`src/rtl/sram2rw_fifo_pkg.sv`:
```
// rtl/sram2rw_fifo_pkg.sv - shared constants for the SRAM2RW16x16-backed FIFO
//
// Purpose: word/address/depth constants of the SRAM2RW16x16 macro and the
// width of the occupancy count (0..DEPTH+1 words) seen by the FIFO user.
// Ports: none (package).

package sram2rw_fifo_pkg;

  localparam int WIDTH   = 16;
  localparam int ADDR_W  = 4;
  localparam int DEPTH   = 16;
  localparam int COUNT_W = 5;

endpackage : sram2rw_fifo_pkg

```
`src/rtl/SRAM2RW16x16.sv`:
```
// rtl/SRAM2RW16x16.sv - behavioural model of the 16x16 dual-port SRAM macro
//
// Purpose: synchronous dual-port SRAM, 16 words of 16 bits. Each port has
// its own clock (CEn), active-low chip select (CSBn), write enable (WEBn,
// 0 = write, 1 = read) and output enable (OEBn, 0 = drive On). A read
// registers the word into the port output latch, which then holds until the
// next read on that port. Contents are not initialised.
// Ports:
//   CE1/CE2   port clocks
//   CSB1/CSB2 chip selects, active low
//   WEB1/WEB2 write enables, active low
//   OEB1/OEB2 output enables, active low
//   A1/A2     word addresses
//   I1/I2     write data
//   O1/O2     read data
// Port 2 writes are not modelled; the FIFO only ever reads on port 2.

module SRAM2RW16x16 (
  input  logic        CE1,
  input  logic        CE2,
  input  logic        CSB1,
  input  logic        CSB2,
  input  logic        WEB1,
  input  logic        WEB2,
  input  logic        OEB1,
  input  logic        OEB2,
  input  logic [3:0]  A1,
  input  logic [3:0]  A2,
  input  logic [15:0] I1,
  input  logic [15:0] I2,
  output logic [15:0] O1,
  output logic [15:0] O2
);

  logic [15:0] mem [16];
  logic [15:0] o1_q;
  logic [15:0] o2_q;

  // Port 2 write data has no effect in this model.
  logic unused_i2;
  assign unused_i2 = ^I2;

  always_ff @(posedge CE1) begin
    if (!CSB1) begin
      if (!WEB1) begin
        mem[A1] <= I1;
      end else begin
        o1_q <= mem[A1];
      end
    end
  end

  always_ff @(posedge CE2) begin
    if (!CSB2 && WEB2) begin
      o2_q <= mem[A2];
    end
  end

  // A disabled output reads as zero rather than floating.
  assign O1 = OEB1 ? 16'h0000 : o1_q;
  assign O2 = OEB2 ? 16'h0000 : o2_q;

endmodule : SRAM2RW16x16

```
`src/rtl/sram2rw_fifo.sv`:
```
// rtl/sram2rw_fifo.sv - first-word-fall-through FIFO around one SRAM2RW16x16
//
// Purpose: 16-bit FWFT FIFO. Macro port 1 is write-only (enqueue), port 2 is
// read-only (dequeue). The port-2 output latch acts as the output stage, so
// capacity is DEPTH macro words plus the head word.
// Ports:
//   clk        clock, also both macro CE pins
//   rst        asynchronous active-high reset
//   enq_valid  producer has a word          enq_ready  FIFO accepts a word
//   enq_data   word to enqueue
//   deq_valid  deq_data holds the head      deq_ready  consumer takes head
//   deq_data   head word (don't-care while deq_valid=0)
//   count      words held: mem_count + deq_valid

module sram2rw_fifo
  import sram2rw_fifo_pkg::*;
#(
  parameter int WIDTH  = sram2rw_fifo_pkg::WIDTH,
  parameter int ADDR_W = sram2rw_fifo_pkg::ADDR_W,
  parameter int DEPTH  = sram2rw_fifo_pkg::DEPTH
) (
  input  logic               clk,
  input  logic               rst,
  input  logic               enq_valid,
  output logic               enq_ready,
  input  logic [WIDTH-1:0]   enq_data,
  output logic               deq_valid,
  input  logic               deq_ready,
  output logic [WIDTH-1:0]   deq_data,
  output logic [COUNT_W-1:0] count
);

  localparam logic [COUNT_W-1:0] MEM_FULL = COUNT_W'(DEPTH);

  logic [ADDR_W-1:0]  wr_ptr_q, wr_ptr_d;
  logic [ADDR_W-1:0]  rd_ptr_q, rd_ptr_d;
  logic [COUNT_W-1:0] mem_count_q, mem_count_d;
  logic               deq_valid_q, deq_valid_d;

  logic enq_fire;
  logic rd_issue;

  // Macro pins
  logic             sram_csb1, sram_web1, sram_oeb1;
  logic             sram_csb2, sram_web2, sram_oeb2;
  logic [WIDTH-1:0] sram_i2;
  logic [WIDTH-1:0] sram_o1_unused;
  logic [WIDTH-1:0] sram_o2;

  // Ready depends on registered occupancy only: a read issuing this cycle
  // does not free a slot for a same-cycle write.
  assign enq_ready = (mem_count_q != MEM_FULL);
  assign enq_fire  = enq_valid & enq_ready;

  // A read only targets words already written at an earlier edge, which also
  // keeps port 1 and port 2 off the same address on the same edge.
  assign rd_issue  = (mem_count_q != '0) & (~deq_valid_q | deq_ready);

  always_comb begin
    wr_ptr_d    = wr_ptr_q;
    rd_ptr_d    = rd_ptr_q;
    mem_count_d = mem_count_q;
    deq_valid_d = deq_valid_q;

    if (enq_fire) begin
      wr_ptr_d = wr_ptr_q + 1'b1;
    end
    if (rd_issue) begin
      rd_ptr_d = rd_ptr_q + 1'b1;
    end

    case ({enq_fire, rd_issue})
      2'b10:   mem_count_d = mem_count_q + 1'b1;
      2'b01:   mem_count_d = mem_count_q - 1'b1;
      default: mem_count_d = mem_count_q;
    endcase

    if (rd_issue) begin
      deq_valid_d = 1'b1;
    end else if (deq_ready) begin
      deq_valid_d = 1'b0;
    end
  end

  always_ff @(posedge clk or posedge rst) begin
    if (rst) begin
      wr_ptr_q    <= '0;
      rd_ptr_q    <= '0;
      mem_count_q <= '0;
      deq_valid_q <= 1'b0;
    end else begin
      wr_ptr_q    <= wr_ptr_d;
      rd_ptr_q    <= rd_ptr_d;
      mem_count_q <= mem_count_d;
      deq_valid_q <= deq_valid_d;
    end
  end

  assign sram_csb1 = ~enq_fire;
  assign sram_web1 = 1'b0;
  assign sram_oeb1 = 1'b1;
  assign sram_csb2 = ~rd_issue;
  assign sram_web2 = 1'b1;
  assign sram_oeb2 = 1'b0;
  assign sram_i2   = '0;

  SRAM2RW16x16 u_sram (
    .CE1  (clk),
    .CE2  (clk),
    .CSB1 (sram_csb1),
    .CSB2 (sram_csb2),
    .WEB1 (sram_web1),
    .WEB2 (sram_web2),
    .OEB1 (sram_oeb1),
    .OEB2 (sram_oeb2),
    .A1   (wr_ptr_q),
    .A2   (rd_ptr_q),
    .I1   (enq_data),
    .I2   (sram_i2),
    .O1   (sram_o1_unused),
    .O2   (sram_o2)
  );

  // The port-2 output latch holds the head word while the consumer stalls.
  assign deq_data  = sram_o2;
  assign deq_valid = deq_valid_q;
  assign count     = mem_count_q + COUNT_W'(deq_valid_q);

endmodule : sram2rw_fifo

```
`config.mk`:
```
export PLATFORM = sky130hd
export DESIGN_NAME = sram2rw_fifo
export DESIGN_NICKNAME = d
export VERILOG_FILES = /design/src/rtl/sram2rw_fifo_pkg.sv /design/src/rtl/SRAM2RW16x16.sv /design/src/rtl/sram2rw_fifo.sv
export SDC_FILE = /design/constraint.sdc
export NUM_CORES = 1
export LEC_CHECK = 0
export ABC_AREA = 1
export BUFFER_PORTS_ARGS = -buffer_cell sky130_fd_sc_hd__buf_4
export CORE_ASPECT_RATIO = 1.1
export CORE_MARGIN = 3
export CORE_UTILIZATION = 62
export DETAILED_ROUTE_END_ITERATION = 16
export PLACE_DENSITY = 0.83
export SLEW_MARGIN = 20
export SYNTH_ARGS = -nofsm -noshare
export SYNTH_HDL_FRONTEND = slang
export SYNTH_SLANG_ARGS = --single-unit
export TNS_END_PERCENT = 50
```
`constraint.sdc`:
```
create_clock -name clk -period 2.9 [get_ports clk]
set_clock_uncertainty 0.15 [all_clocks]
set_input_delay 0.29 -clock clk [delete_from_list [all_inputs] [get_ports clk]]
set_output_delay 0.29 -clock clk [all_outputs]
set_load 0.1 [all_outputs]
```
==> impl_metrics.ini <==
[clocking]
cts_resized = 0
cts-root-buf = clkbuf_16
path_clk_slew_ns = 0.06
htreeDepth = 1
cts_tree = built
clock_latency_ns = 0.54
clock_path_buffers = 3
numCtsBuffers = 28
clock_sinks = 286

[sta]
rsz0062_at_grt = no
setup_viol = 0
worstMarginPinSlew_ns = 0.739
setup_tns_ns = 0
final.period_utilization_pct = 83.4
min_period_ns = 2.42
hold_viol = 0
relSlewSlack_pct = 50.4
slew_viol_final = 0
holdWs_ns = 0.256
fmax_ghz = 0.413

[critical_path]
slowest_stage = dfrtp_1
crit_top_cell = ha_1
crit_fanout = 5
timing.rr.start = mem_count_q[1]$_DFFE_PP0P_
critPathLaunch = mem_count_q[0]$_DFFE_PP0P_
start_kind = flip-flop
cpPeakStageDelay_ns = 0.43
endpoint_kind = output port
worstPathCellList = ha_1 -> ha_1 -> nand3_1 -> xor2_2 -> buf_4
cp_data_required_time_ns = 2.46
path_class = flip-flop to output port
cp.arrival_ns = 1.98

[pwr]
powerDensity_nw_per_um2 = 1070
vdd_drop_max_mv = 1.67
p_total_mw = 14.8
leakagePower_nw = 5.34

[floorplan]
core_area_um2 = 19200
die-area_um2 = 21400
row_count = 53
start_util_pct = 63.5
die_w_um = 140
pin_count = 43
die_y_um = 153

[logic_synthesis]
syn_area_um2 = 12200
synth.distinct_cells = 29
ys_ff_latch = 286
ys_seq_area_share_pct = 69.7
synthCells = 959
synth_fp_nets = 990
synth_area_per_cell_um2 = 12.7
yosys_warnings = 0

[placement]
dpl.hpwl_um = 16100
gp_congestion = 0.870
portBuffers = 42
dp_cells = 1229
placed_area_um2 = 12800

[finish]
seq_area_um2 = 8520
drive_gt1_share_pct = 16.0
diodes = 0
synthToLayoutAreaGrowth_pct = 13.3
fillers = 1197
multi_input_area_um2 = 2740
finish.instance_area_um2 = 13800
nets = 1062
fin_cells = 1299

[routing]
wirelength_um = 27300
vias_per_cell = 5.95
drc = 0
drt-initial-drc-count = 918
first_pass_iters = 5
final_antenna_net_count = 0
vias = 7729
wl_per_cell_um = 21.0

[global_route]
grt_usage_pct = 25.5
overflow = 0
grt_pass1_vias = 7705
grt_pass1_wl_um = 42600
grt_max_degree = 89
antenna_found_initial = 0

[run]
drv_cap = 0

[hold_path]
hold_class = input port to asynchronous set/reset pin

[status]
status = finished clean
==> cells in the mapped netlist <==
master	number	area share, %
edfxtp_1	272	67
nand2_1	156	4.8
inv_1	151	4.6
nand3_1	105	4.3
o211ai_1	74	4.5
o211ai_2	32	3.3
o21ai_0	27	1.1
a21oi_1	22	0.90
buf_6	22	2.0
nor2_1	19	0.58
dfrtp_1	14	2.9
buf_2	11	0.45
ha_1	11	1.1
clkbuf_1	9	0.28
xor2_1	8	0.57
buf_4	7	0.43
buf_1	3	0.092
xnor2_1	3	0.22
buf_12	2	0.33
nor3_1	2	0.082
clkinv_1	1	0.031
inv_2	1	0.031
nand2_2	1	0.051
nand3b_1	1	0.061
nand4_1	1	0.051
nand4_2	1	0.10
nor2_4	1	0.092
o21bai_1	1	0.061
o22ai_1	1	0.051
==> flip-flops by register name, indices dropped and copies added, names as in the netlist <==
signal and cells:
deq_valid 1, mem_count_q 5, rd_ptr_q 4, u_sram.mem 256, u_sram.o2_q 16, wr_ptr_q 4
==> placed cells by master (no fill, tap or decap), drive strengths merged <==
master and instances:
inv 153, nand4 2, bufinv 1, dfrtp 14, nor3 2, nand3b 1, xnor2 3, edfxtp 272
clkinv 15, a21oi 22, buf 77, o21ai 27, xor2 8, o211ai 106, dlygate4sd3 19, nand3 105
nand2 157, nor2 20, clkbuf 35, ha 11, o22ai 1, o21bai 1
==> metrics by stage <==
stage / util, % / worst slack, ns
after floorplan: - / -0.422
final: 72.0 / 0.482
after global routing: 72.0 / 0.348
after CTS: 72.0 / 0.467
after detailed placement: 66.6 / 0.572
after global placement: 66.6 / 0.602
==> kinds of logic after synthesis <==
| logic type | synth area share [%] |
|---|---|
| AOI/OAI and AO/OA | 9.94 |
| adders and majority gates | 1.13 |
| xor gates and xnor gates | 0.789 |
| and+or+nand+nor | 10.1 |
| buffers and inverters | 8.31 |
| DFF | 69.7 |
==> area by class of cell <==
class                      count  share of cell area, %
sequential                   286                   61.5
clock buffer                  35                   5.40
multi-input combinational    466                   19.8
clock inverter                16                  0.723
timing repair buffer          96                   6.18
inverter                     153                   4.15
tap                          247                   2.23
==> path summary, 6_finish.rpt <==
path	to	slack, ns	depth (start not counted)
min in group clk	wr_ptr_q[2]$_DFFE_PP0P_	0.40	1
worst min register to register	wr_ptr_q[2]$_DFFE_PP0P_	0.40	1
max in group asynchronous	rd_ptr_q[0]$_DFFE_PP0P_	1.88	3
worst max-delay path	count[4]	0.48	5
worst max register to register	u_sram.mem[12][7]$_DFFE_PP_	0.53	7
worst min-delay path	rd_ptr_q[0]$_DFFE_PP0P_	0.26	3
==> power by group <==
part           internal [mW]  total (mW)  switching (mW)
combinational           1.65        5.92            4.26
clock                   1.91        3.36            1.45
sequential              5.18        5.53           0.347
==> what timing repair did <==
| action | CTS | global route |
|---|---|---|
| endpoints found under the hold margin | 272 | 0 |
| hold buffers | 19 | 0 |
| setup endpoints to repair | 0 | 0 |
| buffers inserted | 0 | 0 |
==> routing by layer <==
metal,share of wire [%],GRT usage (%),up-vias
met5,0,0,-
met4,2.6,8.12,0
met3,9.2,3.60,59
met2,50,42.4,431
met1,39,35.2,3726
li1,-,-,3513
==> critical path: cells and delay by family (launching register included) <==
family	cells	cell delay [ns]
flops	1	0.43
simple gates	1	0.13
xor+xnor	1	0.15
fa+ha+maj	2	0.43
buf+inv	1	0.31
(Power assumes the default switching activity.)
